<file path="src/rtl/mem_writer_if.sv">
// Store-request / byte-RAM bundle shared by the CPU store path and mem_writer.
// master = requester side, slave = the mem_writer engine.
interface mem_writer_if #(
  parameter int AW    = 3,
  parameter int EXTRA = 4
);
  logic                     req_valid;
  logic                     req_ready;
  logic [AW:0]              addr;
  logic [EXTRA-1:0]         extra;
  logic [(2**EXTRA)*8-1:0]  data;
  logic [AW:0]              lower_bound;
  logic [AW:0]              upper_bound;
  logic                     ram_we;
  logic [AW:0]              ram_addr;
  logic [7:0]               ram_wdata;
  logic                     done;
  logic                     error;

  modport master (
    output req_valid, addr, extra, data, lower_bound, upper_bound,
    input  req_ready, ram_we, ram_addr, ram_wdata, done, error
  );

  modport slave (
    input  req_valid, addr, extra, data, lower_bound, upper_bound,
    output req_ready, ram_we, ram_addr, ram_wdata, done, error
  );
endinterface

</file>
<file path="src/rtl/mem_writer.sv">
// Byte-serial bounds-checked store engine driving a byte-wide RAM write port.
// Build option: define MEM_WRITER_BIG_ENDIAN_EN to store the payload MSB first.
//
// state   | meaning
// S_IDLE  | req_ready high, range check and latch on handshake
// S_WRITE | one RAM byte per cycle, byte index idx_q = 0..extra
// S_DONE  | one-cycle done pulse, error set on a bounds fault
module mem_writer #(
  parameter int AW    = 3,
  parameter int EXTRA = 4
) (
  input  logic         clk,
  input  logic         reset,
  mem_writer_if.slave  bus
);

  localparam int ADDR_W = AW + 1;
  localparam int DW     = (2**EXTRA) * 8;
  // Wide enough for the carry of addr+extra whatever the parameter mix.
  localparam int LAST_W = (AW + 2 > EXTRA + 1) ? AW + 2 : EXTRA + 1;

  typedef enum logic [1:0] {
    S_IDLE,
    S_WRITE,
    S_DONE
  } state_e;

  state_e            state_q;
  logic [DW-1:0]     data_q;
  logic [EXTRA-1:0]  extra_q;
  logic [EXTRA-1:0]  idx_q;
  logic              req_ready_q;
  logic              ram_we_q;
  logic [AW:0]       ram_addr_q;
  logic [7:0]        ram_wdata_q;
  logic              done_q;
  logic              error_q;

  logic [LAST_W-1:0] last_d;
  logic              fault_d;
  logic [EXTRA-1:0]  idx_d;
  logic [AW:0]       first_addr_d;
  logic [AW:0]       next_addr_d;

  always_comb begin
    last_d  = LAST_W'(bus.addr) + LAST_W'(bus.extra);
    fault_d = (bus.addr < bus.lower_bound)
           || (last_d > LAST_W'(bus.upper_bound))
           || (|last_d[LAST_W-1:ADDR_W]);
    idx_d   = idx_q + EXTRA'(1);
`ifdef MEM_WRITER_BIG_ENDIAN_EN
    first_addr_d = last_d[AW:0];
    next_addr_d  = ram_addr_q - ADDR_W'(1);
`else
    first_addr_d = bus.addr;
    next_addr_d  = ram_addr_q + ADDR_W'(1);
`endif
  end

  always_ff @(posedge clk) begin
    if (!reset) begin
      state_q     <= S_IDLE;
      data_q      <= '0;
      extra_q     <= '0;
      idx_q       <= '0;
      req_ready_q <= 1'b1;
      ram_we_q    <= 1'b0;
      ram_addr_q  <= '0;
      ram_wdata_q <= '0;
      done_q      <= 1'b0;
      error_q     <= 1'b0;
    end else begin
      case (state_q)
        S_IDLE: begin
          if (bus.req_valid) begin
            data_q      <= bus.data;
            extra_q     <= bus.extra;
            idx_q       <= '0;
            req_ready_q <= 1'b0;
            if (fault_d) begin
              state_q <= S_DONE;
              done_q  <= 1'b1;
              error_q <= 1'b1;
            end else begin
              state_q     <= S_WRITE;
              ram_we_q    <= 1'b1;
              ram_addr_q  <= first_addr_d;
              ram_wdata_q <= bus.data[7:0];
            end
          end
        end
        S_WRITE: begin
          if (idx_q == extra_q) begin
            state_q     <= S_DONE;
            ram_we_q    <= 1'b0;
            ram_addr_q  <= '0;
            ram_wdata_q <= '0;
            done_q      <= 1'b1;
          end else begin
            idx_q       <= idx_d;
            ram_addr_q  <= next_addr_d;
            ram_wdata_q <= data_q[{idx_d, 3'b000} +: 8];
          end
        end
        S_DONE: begin
          state_q     <= S_IDLE;
          done_q      <= 1'b0;
          error_q     <= 1'b0;
          req_ready_q <= 1'b1;
        end
        default: state_q <= S_IDLE;
      endcase
    end
  end

  assign bus.req_ready = req_ready_q;
  assign bus.ram_we    = ram_we_q;
  assign bus.ram_addr  = ram_addr_q;
  assign bus.ram_wdata = ram_wdata_q;
  assign bus.done      = done_q;
  assign bus.error     = error_q;

endmodule

</file>
<file path="src/flat_wrapper.sv">
// flat-port wrapper written by rule: the top's interface ports become plain ports
module mem_writer_flat 
#(
  parameter int AW    = 3,
  parameter int EXTRA = 4
)
  (clk, reset, bus_req_valid, bus_addr, bus_extra, bus_data, bus_lower_bound, bus_upper_bound, bus_req_ready, bus_ram_we, bus_ram_addr, bus_ram_wdata, bus_done, bus_error);
  mem_writer_if #(.AW(AW), .EXTRA(EXTRA)) bus_i ();
  input  logic clk;
  input  logic reset;
  input wire logic [$bits(bus_i.req_valid)-1:0] bus_req_valid;
  input wire logic [$bits(bus_i.addr)-1:0] bus_addr;
  input wire logic [$bits(bus_i.extra)-1:0] bus_extra;
  input wire logic [$bits(bus_i.data)-1:0] bus_data;
  input wire logic [$bits(bus_i.lower_bound)-1:0] bus_lower_bound;
  input wire logic [$bits(bus_i.upper_bound)-1:0] bus_upper_bound;
  output wire logic [$bits(bus_i.req_ready)-1:0] bus_req_ready;
  output wire logic [$bits(bus_i.ram_we)-1:0] bus_ram_we;
  output wire logic [$bits(bus_i.ram_addr)-1:0] bus_ram_addr;
  output wire logic [$bits(bus_i.ram_wdata)-1:0] bus_ram_wdata;
  output wire logic [$bits(bus_i.done)-1:0] bus_done;
  output wire logic [$bits(bus_i.error)-1:0] bus_error;
  assign bus_i.req_valid = bus_req_valid;
  assign bus_i.addr = bus_addr;
  assign bus_i.extra = bus_extra;
  assign bus_i.data = bus_data;
  assign bus_i.lower_bound = bus_lower_bound;
  assign bus_i.upper_bound = bus_upper_bound;
  assign bus_req_ready = bus_i.req_ready;
  assign bus_ram_we = bus_i.ram_we;
  assign bus_ram_addr = bus_i.ram_addr;
  assign bus_ram_wdata = bus_i.ram_wdata;
  assign bus_done = bus_i.done;
  assign bus_error = bus_i.error;
  mem_writer #(.AW(AW), .EXTRA(EXTRA)) u_core (.clk(clk), .reset(reset), .bus(bus_i));
endmodule
</file>
<file path="config.mk">
export PLATFORM = sky130hd
export DESIGN_NAME = mem_writer_flat
export DESIGN_NICKNAME = d
export VERILOG_FILES = /design/src/rtl/mem_writer_if.sv /design/src/rtl/mem_writer.sv /design/src/flat_wrapper.sv
export SDC_FILE = /design/constraint.sdc
export NUM_CORES = 1
export LEC_CHECK = 0
export BUFFER_PORTS_ARGS = -buffer_cell sky130_fd_sc_hd__buf_2
export CORE_MARGIN = 5
export CORE_UTILIZATION = 51
export CTS_BUF_LIST = sky130_fd_sc_hd__clkbuf_4 sky130_fd_sc_hd__clkbuf_8 sky130_fd_sc_hd__clkbuf_16
export DETAILED_ROUTE_END_ITERATION = 10
export PLACE_DENSITY = 0.76
export SYNTH_ARGS = -nofsm -noshare
export SYNTH_HDL_FRONTEND = slang
export SYNTH_SLANG_ARGS = --single-unit
</file>
<file path="constraint.sdc">
create_clock -name clk -period 2.76 [get_ports clk]
set_input_delay 0.138 -clock clk [delete_from_list [all_inputs] [get_ports clk]]
set_output_delay 0.138 -clock clk [all_outputs]
set_load 0.005 [all_outputs]
</file>
# Word level (Yosys, flattened, before mapping)
# Index checks and enable logic that the tools add are counted.
[totals]
ff_bits = 154
output_inout_bits = 16
wordCells = 64
input_bits = 147
[op_classes]
addsub = 3
shifts = 1
reduce_logical = 14
magnitude_cmp = 2
eq_ne = 8
muxes = 26
[op_table]
columns = ["op", "count"]
rows = [
  ["$shiftx 128x8->8", 1],
  ["$mux 8", 3],
  ["$mux 4", 5],
  ["$pmux 4 s2", 2],
  ["$pmux 8 s2", 1],
  ["$reduce_and 3->1", 3],
  ["$add 4x1->4 const B", 2],
  ["$reduce_and 4->1", 2],
  ["$mux 1", 7],
  ["$mux 2", 3],
  ["$ne 2x2->1 const B", 3],
  ["$pmux 1 s2", 3],
  ["$reduce_and 2->1", 3],
  ["$add 4x4->5", 1],
  ["$gt 5x4->1", 1],
  ["$eq 4x4->1", 1],
  ["$lt 4x4->1", 1],
  ["$ne 2x1->1 const B", 2],
  ["$pmux 2 s2", 1],
  ["$reduce_bool 2->1", 2],
  ["$pmux 1 s3", 1],
  ["$reduce_bool 3->1", 1],
  ["$eq 2x1->1 const B", 1],
  ["$eq 2x2->1 const B", 1],
  ["2 further kinds", 3],
]

# Longest topological paths before layout
# Gate-level depths: netlist of run 1.
[logic_depth]
depth_word = 7
ltp_mapped = 12
depth_no_buf = 11

# Worst setup path after synthesis of run 1
# No wires, ideal clock.
[synth_timing]
path_kind = "input port to flip-flop"
startpoint = "in bus_extra[0]"
endpoint = "reg u_core.ram_wdata_q[6] (netlist: u_core.bus.ram_wdata[6])"
setup_ps = 66
required_ps = 2694
arrival_ps = 2455
slack_ps = 239
path_stages = 11
path_buffers = 1
path_cell_list = "ha_1 -> fa_1 -> xor2_1 -> ha_1 -> a21oi_1 -> o221ai_1 -> a2111o_2 -> o21ai_4 -> buf_6 -> o21ai_2 -> a21oi_2"
[synth_between]
elab_chain_len = 6
[synth_lines]
columns = ["element", "line", "source"]
rows = [
  ["start, declared", "flat_wrapper.sv:13", "input wire logic [$bits(bus_i.extra)-1:0] bus_extra;"],
  ["$add 4x4->5 *", "mem_writer.sv:46", "last_d = LAST_W'(bus.addr) + LAST_W'(bus.extra);"],
  ["$gt 5x4->1", "mem_writer.sv:48", "|| (last_d > LAST_W'(bus.upper_bound))"],
  ["$logic_or 1x1->1", "mem_writer.sv:48", ""],
  ["$logic_or 1x1->1 *", "mem_writer.sv:49", "|| (|last_d[LAST_W-1:ADDR_W]);"],
  ["$ne 2x2->1 (no source line) *", "n/a", ""],
  ["$reduce_and 3->1 (no source line) *", "n/a", ""],
  ["end signal, assigned", "mem_writer.sv:88", "ram_wdata_q <= bus.data[7:0];"],
  ["end signal, assigned", "mem_writer.sv:102", "ram_wdata_q <= data_q[{idx_d, 3'b000} +: 8];"],
  ["end, declared", "mem_writer.sv:35", "logic [7:0] ram_wdata_q;"],
]
# Mark *: on every way between the ends. The rest lies on a longest branch, timed or not.
# A chain may end at the register's enable or synchronous reset.

# Final worst setup path of run 1
[layout_timing]
startpoint = "in bus_extra[2]"
endpoint = "reg u_core.done_q (netlist: u_core.bus.done)"
[layout_between]
elab_chain_len = 6
[layout_lines]
columns = ["element", "line", "source"]
rows = [
  ["$add 4x4->5 *", "mem_writer.sv:46", ""],
  ["$gt 5x4->1", "mem_writer.sv:48", ""],
  ["$logic_or 1x1->1", "mem_writer.sv:48", ""],
  ["$logic_or 1x1->1 *", "mem_writer.sv:49", ""],
  ["$ne 2x1->1 (no source line) *", "n/a", ""],
  ["$reduce_and 4->1 (no source line) *", "n/a", ""],
  ["end signal, assigned", "mem_writer.sv:70", "done_q <= 1'b0;"],
  ["end signal, assigned", "mem_writer.sv:82", "done_q <= 1'b1;"],
  ["end signal, assigned", "mem_writer.sv:98", "done_q <= 1'b1;"],
  ["end, declared", "mem_writer.sv:36", "logic done_q;"],
]
# Marked as above.

==> results of run 1 <==
state kept, by name, summed over array words and instances, names as in the netlist:
register / count
u_core.extra_q: 4
u_core.bus.ram_addr: 4
u_core.idx_q: 4
u_core.bus.ram_wdata: 8
u_core.bus.done: 1
u_core.data_q: 128
u_core.bus.req_ready: 1
u_core.bus.error: 1
u_core.state_q: 2
u_core.bus.ram_we: 1
worst max-delay path, delay by kind of cell:
kind,cells,cell delay [ns]
buf+inv,3,0.86
compound gates,3,0.80
simple gates,4,0.45
fa+ha+maj,2,0.53
xor+xnor,1,0.14
worst paths after layout:
kind,start,endpoint,slack (ns),depth (start not counted)
setup / recovery,bus_extra[2],u_core.bus.done$_SDFFE_PN0P_,0.13,13
hold reg to reg,u_core.data_q[89]$_SDFFE_PN0P_,u_core.data_q[89]$_SDFFE_PN0P_,0.46,2
setup reg to reg,u_core.idx_q[0]$_SDFFE_PN0P_,u_core.bus.ram_wdata[1]$_SDFFE_PN0P_,0.39,7
hold / removal,bus_data[56],u_core.data_q[56]$_SDFFE_PN0P_,0.0006,3
cell usage in the layout (no fill, tap or decap), drive strengths merged, types with 13 or more instances in the layout:
| cell type | count |
|---|---|
| a21boi | 45 |
| mux2i | 18 |
| inv | 15 |
| mux4 | 32 |
| dlygate4sd3 | 128 |
| nand2 | 270 |
| clkbuf | 19 |
| buf | 182 |
| a21oi | 111 |
| ha | 13 |
| nor2 | 13 |
| dfxtp | 154 |
per-layer routing:
metal  up-vias  track usage (%)
met5         -                0
met4         0             10.7
met3        62             5.93
met2       297             46.5
met1      3209             33.5
li1       3248                -
final cells by class:
type | count | share of cell area (%)
antenna | 3 | 0.0762
clock inverter | 13 | 1.66
multi-input combinational | 567 | 36.1
clock buffer | 19 | 4.60
inverter | 12 | 0.457
tap | 176 | 2.24
timing repair buffer | 310 | 23.5
sequential | 154 | 31.3
power by group through the flow:
stage               logic (mW)  registers [mW]  clock network, mW
global placement         0.775            2.53                  0
floorplan                0.500            2.51                  0
detailed placement       0.791            2.54                  0
CTS                      0.931            2.49               2.45
finish                   0.971            2.49               2.44
global route              1.06            2.51               2.55
kinds of logic (layout without fill, tap and decap cells):
| logic type | count (synthesis) | in the layout |
|---|---|---|
| other | 0 | 3 |
| multiplexers | 50 | 50 |
| AND/OR/NAND/NOR | 299 | 299 |
| buffers and inverters | 68 | 354 |
| flip-flops | 154 | 154 |
| AO/OA/AOI/OAI | 194 | 194 |
| XOR/XNOR | 10 | 10 |
| adder cells (fa/ha/maj) | 14 | 14 |
timing repair:
item,4_1_cts,5_1_grt
hold buffers,127,1
buffers inserted,0,4
hold endpoints to repair,127,1
resized for setup,0,3
setup endpoints to repair,0,11
metrics by stage:
step	power (mW)	cells	area, µm²	hold slack, ns
4_1_cts	5.87	1246	9780	0.00410
3_3_place_gp	3.30	1087	7900	0.380
2_1_floorplan	3.01	789	6900	0.274
6_report	5.91	1254	9850	0.000583
3_5_place_dp	3.33	1087	7900	0.384
5_1_grt	6.12	1254	9850	0.00670
==> flow_summary.ini, run 1 <==
[synthesis]
netlist_instances = 789
synth.most_common_cell = nand2_1
synth_nets = 950
synth_fa_ha_area_share_pct = 2.65
synth_area_mm2 = 0.00690
synth_edf_count = 0
synth_mux_area_share_pct = 13.1
synth-simple-area-share_pct = 16.8
synth_xor_area_share_pct = 1.38
synthTopCellsByCount = 270 x nand2_1, 154 x dfxtp_1, 110 x a21oi_1
yosys_warnings = 0
synthArstFlopShare_pct = 0
yosysUniqueCellTypes = 47
ys_top_cells_by_area = dfxtp_1 45%, nand2_1 15%, mux4_2 10%
netlist.top_cell.by_area = dfxtp_1
syn_area_per_cell_um2 = 8.74
synth_top_family_by_area = compound AO/OA/AOI/OAI gates
ys_seq_elements = 154
synth_top_area_share_pct = 44.7
synth_compound_area_share_pct = 17.1
ys_seq_area_share_pct = 44.7
synth_ff_type = dfxtp_1

[floorplan]
coreArea_mm2 = 0.0132
fp.dieArea_mm2 = 0.0159
num_rows = 42
die_h_um = 126
floorplan.io_pins = 163
start_util_pct = 52.1
die-width_um = 126

[clocking]
root_buffer = clkbuf_16
cts-htree-levels = 4
clock_tree.buffer_depth = 2
cts_made_buffers = 17
clk_pin_slew_ns = 0.06
tritoncts = done
clkSinkCount = 154
insertion_delay_ns = 0.43

[grt]
antenna_found_initial = 3
grt_max_degree = 75
grtUsageTotal_pct = 27.2
overflow = 0
grt_pass1_wl_mm = 34.6
grt_pass1_vias = 6771

[critical_path]
start_kind = input port
crit_type = input port to flip-flop
critPathSlowestCell = a2111o_2
path_max_fanout = 4
path_cells = dlygate4sd3_1 > buf_2 > ha_4 > a21oi_2 > xnor2_1 > ha_1 > nand3_1 > o221ai_1 > a2111o_2 > buf_4 > and2_1 > nor3_1 > nor4_1
critPathMaxStageDelay_ns = 0.55
crit_arrival_ns = 2.91
crit_required_ns = 3.04
critPathCaptureType = flip-flop

[timing]
max_freq_mhz = 380
tightestPinTransition_ns = 0.763
fin_crit_ns = 2.63
min_period_over_period_pct = 95.3
slew_headroom_pct = 49.1
slew_violations = 0
setup_ws_ns = 0.131
skew_ns = 0.00839
setup_violations = 0
fin_setup_tns_ns = 0
hold_viol_final = 0

[min_path]
min_path_type = input port to flip-flop

[drt]
drt_iter0_markers = 647
vias = 6816
wl_per_cell_um = 17.4
met1_length_mm = 8.64
antenna_left = 0
drt-total-wl_mm = 21.8
dr.pass1.iters = 5
wl_met2_mm = 11.1
via_per_inst = 5.44
top_layer = met4
remaining_drc_errors = 0
dr_wl_met3_mm = 1.44

[placement]
pre_cts_ws_ns = -0.0952
dpl.hpwl_mm = 13.1
place_congestion = 0.818
port_buffers = 162

[cells_and_area]
seq_area_mm2 = 0.00308
multiInputGateArea_mm2 = 0.00356
layout.nets = 1223
postLayoutCoreUtil_pct = 74.4
syn_to_final_growth_pct = 42.8
nFillCells = 938
final_layout_size_suffix_gt1_share_pct = 24.3

[power]
p_sw_share_pct = 26.4
power_leakage_nw = 4.01
powerDensity_mw_per_mm2 = 600
irDropWorstVdd_mv = 0.450
seqPwrFrac_pct = 42.2
pwr-share-clk_pct = 41.4
power_frac_comb_pct = 16.4
p_int_mw = 4.35
power.switching_mw = 1.56

[job]
maxCapViolCount = 0

[run_status]
outcome = finished clean
Note: power is estimated with default switching activity, not from simulation.
==> run 2: changes to the inputs <==
--- a/config.mk
+++ b/config.mk
@@ -10,7 +10,7 @@
 export CORE_UTILIZATION = 51
 export CTS_BUF_LIST = sky130_fd_sc_hd__clkbuf_4 sky130_fd_sc_hd__clkbuf_8 sky130_fd_sc_hd__clkbuf_16
 export DETAILED_ROUTE_END_ITERATION = 10
-export PLACE_DENSITY = 0.76
+export PLACE_DENSITY = 0.84
 export SYNTH_ARGS = -nofsm -noshare
 export SYNTH_HDL_FRONTEND = slang
 export SYNTH_SLANG_ARGS = --single-unit
==> constraint.sdc (replaced) <==
create_clock -name clk -period 2.9 [get_ports clk]
set_input_delay 0.145 -clock clk [delete_from_list [all_inputs] [get_ports clk]]
set_output_delay 0.145 -clock clk [all_outputs]
set_load 0.005 [all_outputs]
==> run 2 against run 1 <==
- worst hold slack better by 0.034 ns
- critical path depth stayed put
- first-iteration DRC count decreased by 2.6%
- sequential power shrank 5%
- clock skew hardly changed
- combinational power fell by 5.7%
- count of clock-buffer cells in the layout up 1
- final area is 1.3% lower
- via count grew 0.18%
- flip-flop and latch count did not move
- register-to-register slack improved by 0.20 ns
- cell count shrank 1.0%
==> flow_summary.ini, run 2 (synthesized netlist as in run 1, its figures left out) <==
[critical_path]
crit_required_ns = 3.24
path_cells = dlygate4sd3_1 > buf_2 > ha_4 > a21oi_2 > xnor2_1 > ha_1 > nand3_1 > o221ai_1 > a2111o_2 > o21ai_4 > buf_12 > o21ai_0 > a21oi_1
cp_num_buf_inv = 3
critPathCaptureType = flip-flop
crit_arrival_ns = 3.10
start_kind = input port
critPathMaxStageDelay_ns = 0.56
critPathSlowestCell = a2111o_2
path_max_fanout = 16
cp_top_family = compound AO/OA/AOI/OAI gates
crit_type = input port to flip-flop

[placement]
dpl.hpwl_mm = 13.1
place_congestion = 0.810
dpl.cell_count = 1084
port_buffers = 162

[clocking]
clk_pin_slew_ns = 0.06
insertion_delay_ns = 0.42
cts-htree-levels = 4
root_buffer = clkbuf_16
cts_made_buffers = 17
clkSinkCount = 154
clock_tree.buffer_depth = 2
tritoncts = done

[drt]
remaining_drc_errors = 0
vias = 6828
antenna_left = 0
wl_per_cell_um = 18.0
drt-total-wl_mm = 22.3
via_per_inst = 5.50
dr.pass1.iters = 6
drt_iter0_markers = 630

[timing]
hold_viol_final = 0
tightestPinTransition_ns = 0.745
skew_ns = 0.00820
holdWs_ns = 0.0341
slew_headroom_pct = 50.2
setup_violations = 0
min_period_over_period_pct = 95.2
fin_crit_ns = 2.76
fin_setup_tns_ns = 0
slew_violations = 0
rsz0062_at_grt = false
max_freq_mhz = 362

[cells_and_area]
stdcell_count = 1241
final_layout_size_suffix_gt1_share_pct = 24.0
layout_common_cells = 270 x nand2_1, 162 x buf_2, 153 x dfxtp_1
nFillCells = 894
top_register = u_core.data_q
final_common_cell = nand2_1
layout.nets = 1210
largest_reg_flops = 128
syn_to_final_growth_pct = 41.0

[job]
maxCapViolCount = 0

[power]
power_leakage_nw = 3.95
power_frac_comb_pct = 16.3
power.switching_mw = 1.43
irDropWorstVdd_mv = 0.409
p_int_mw = 4.20
seqPwrFrac_pct = 42.2
powerDensity_mw_per_mm2 = 579
p_sw_share_pct = 25.4
pwr-share-clk_pct = 41.5

[floorplan]
fp.dieArea_mm2 = 0.0159
die-width_um = 126
die_h_um = 126
coreArea_mm2 = 0.0132
num_rows = 42
start_util_pct = 52.1
floorplan.io_pins = 163

[grt]
antenna_found_initial = 2
grt_max_degree = 82
grtUsageTotal_pct = 27.7
grt_pass1_wl_mm = 35.1
grt_pass1_vias = 6994
overflow = 0

[min_path]
min_path_type = input port to flip-flop

[run_status]
outcome = finished clean
## run 2: cell count changes in the layout (fill, tap and decap cells not counted), sizes merged
cell / previous run / this run
dlygate4sd3: 128 / 120
bufinv: 3 / 4
buf: 182 / 177
clkbuf: 19 / 20
inv: 15 / 12
clkinv: 5 / 6
## run 2: final timing paths
kind / cells past startpoint / slack (ns) / startpoint / endpoint
min: 3 / 0.03 / bus_extra[0] / u_core.extra_q[0]$_SDFFE_PN0P_
max reg2reg: 7 / 0.59 / u_core.idx_q[0]$_SDFFE_PN0P_ / u_core.bus.ram_wdata[7]$_SDFFE_PN0P_
max: 13 / 0.14 / bus_extra[2] / u_core.bus.ram_wdata[5]$_SDFFE_PN0P_
min reg2reg: 2 / 0.45 / u_core.data_q[45]$_SDFFE_PN0P_ / u_core.data_q[45]$_SDFFE_PN0P_
## run 2: worst register-to-register path: stages, from the launching register on
cell and delay, ns:
dfxtp_2 0.33, buf_4 0.49, xnor2_1 0.21, a41oi_2 0.38, nand2_1 0.30, o22ai_1 0.29, a21oi_1 0.09, a21oi_1 0.16
## run 2: cell type report
| type | count | area [µm²] | area share [%] |
|---|---|---|---|
| inverters | 12 | 45.0 | 0.463 |
| well taps | 176 | 220 | 2.26 |
| multi-input cells | 567 | 3560 | 36.6 |
| repair buffers | 297 | 2190 | 22.5 |
| flip-flops and latches | 154 | 3080 | 31.7 |
| clock inverters | 12 | 173 | 1.78 |
| diodes | 3 | 7.51 | 0.0772 |
| clock buffers | 20 | 454 | 4.67 |
## run 2: power groups by stage
stage               registers [mW]  logic (mW)  clock network [mW]
global placement              2.40       0.728                   0
floorplan                     2.39       0.476                   0
detailed placement            2.41       0.748                   0
global route                  2.39        1.00                2.46
finish                        2.37       0.916                2.34
CTS                           2.37       0.876                2.35
## run 2: per-stage QoR
step | total power [mW] | utilization (%) | setup slack (ns) | instance area, µm²
after CTS | 5.59 | 73.2 | 0.102 | 9690
after global placement | 3.13 | 59.4 | 0.143 | 7860
final | 5.63 | 73.5 | 0.139 | 9730
after global routing | 5.85 | 73.4 | 0.0347 | 9720
after detailed placement | 3.16 | 59.4 | 0.0328 | 7860
after floorplan | 2.86 | - | 0.372 | 6900
## run 2: routing by layer
| layer | vias up | GRT usage (%) | wire length, µm |
|---|---|---|---|
| li1 | 3223 | - | - |
| met1 | 3213 | 33.2 | 8740 |
| met2 | 324 | 48.1 | 11300 |
| met3 | 68 | 5.33 | 1410 |
| met4 | 0 | 12.6 | 886 |
| met5 | - | 0 | 0 |
## run 2: what timing repair did
action | 4_1_cts | 5_1_grt
hold buffers | 120 | 0
endpoints found under the setup margin | 0 | 9
buffers inserted | 0 | 2
resized for setup | 0 | 2
endpoints found under the hold margin | 120 | 0
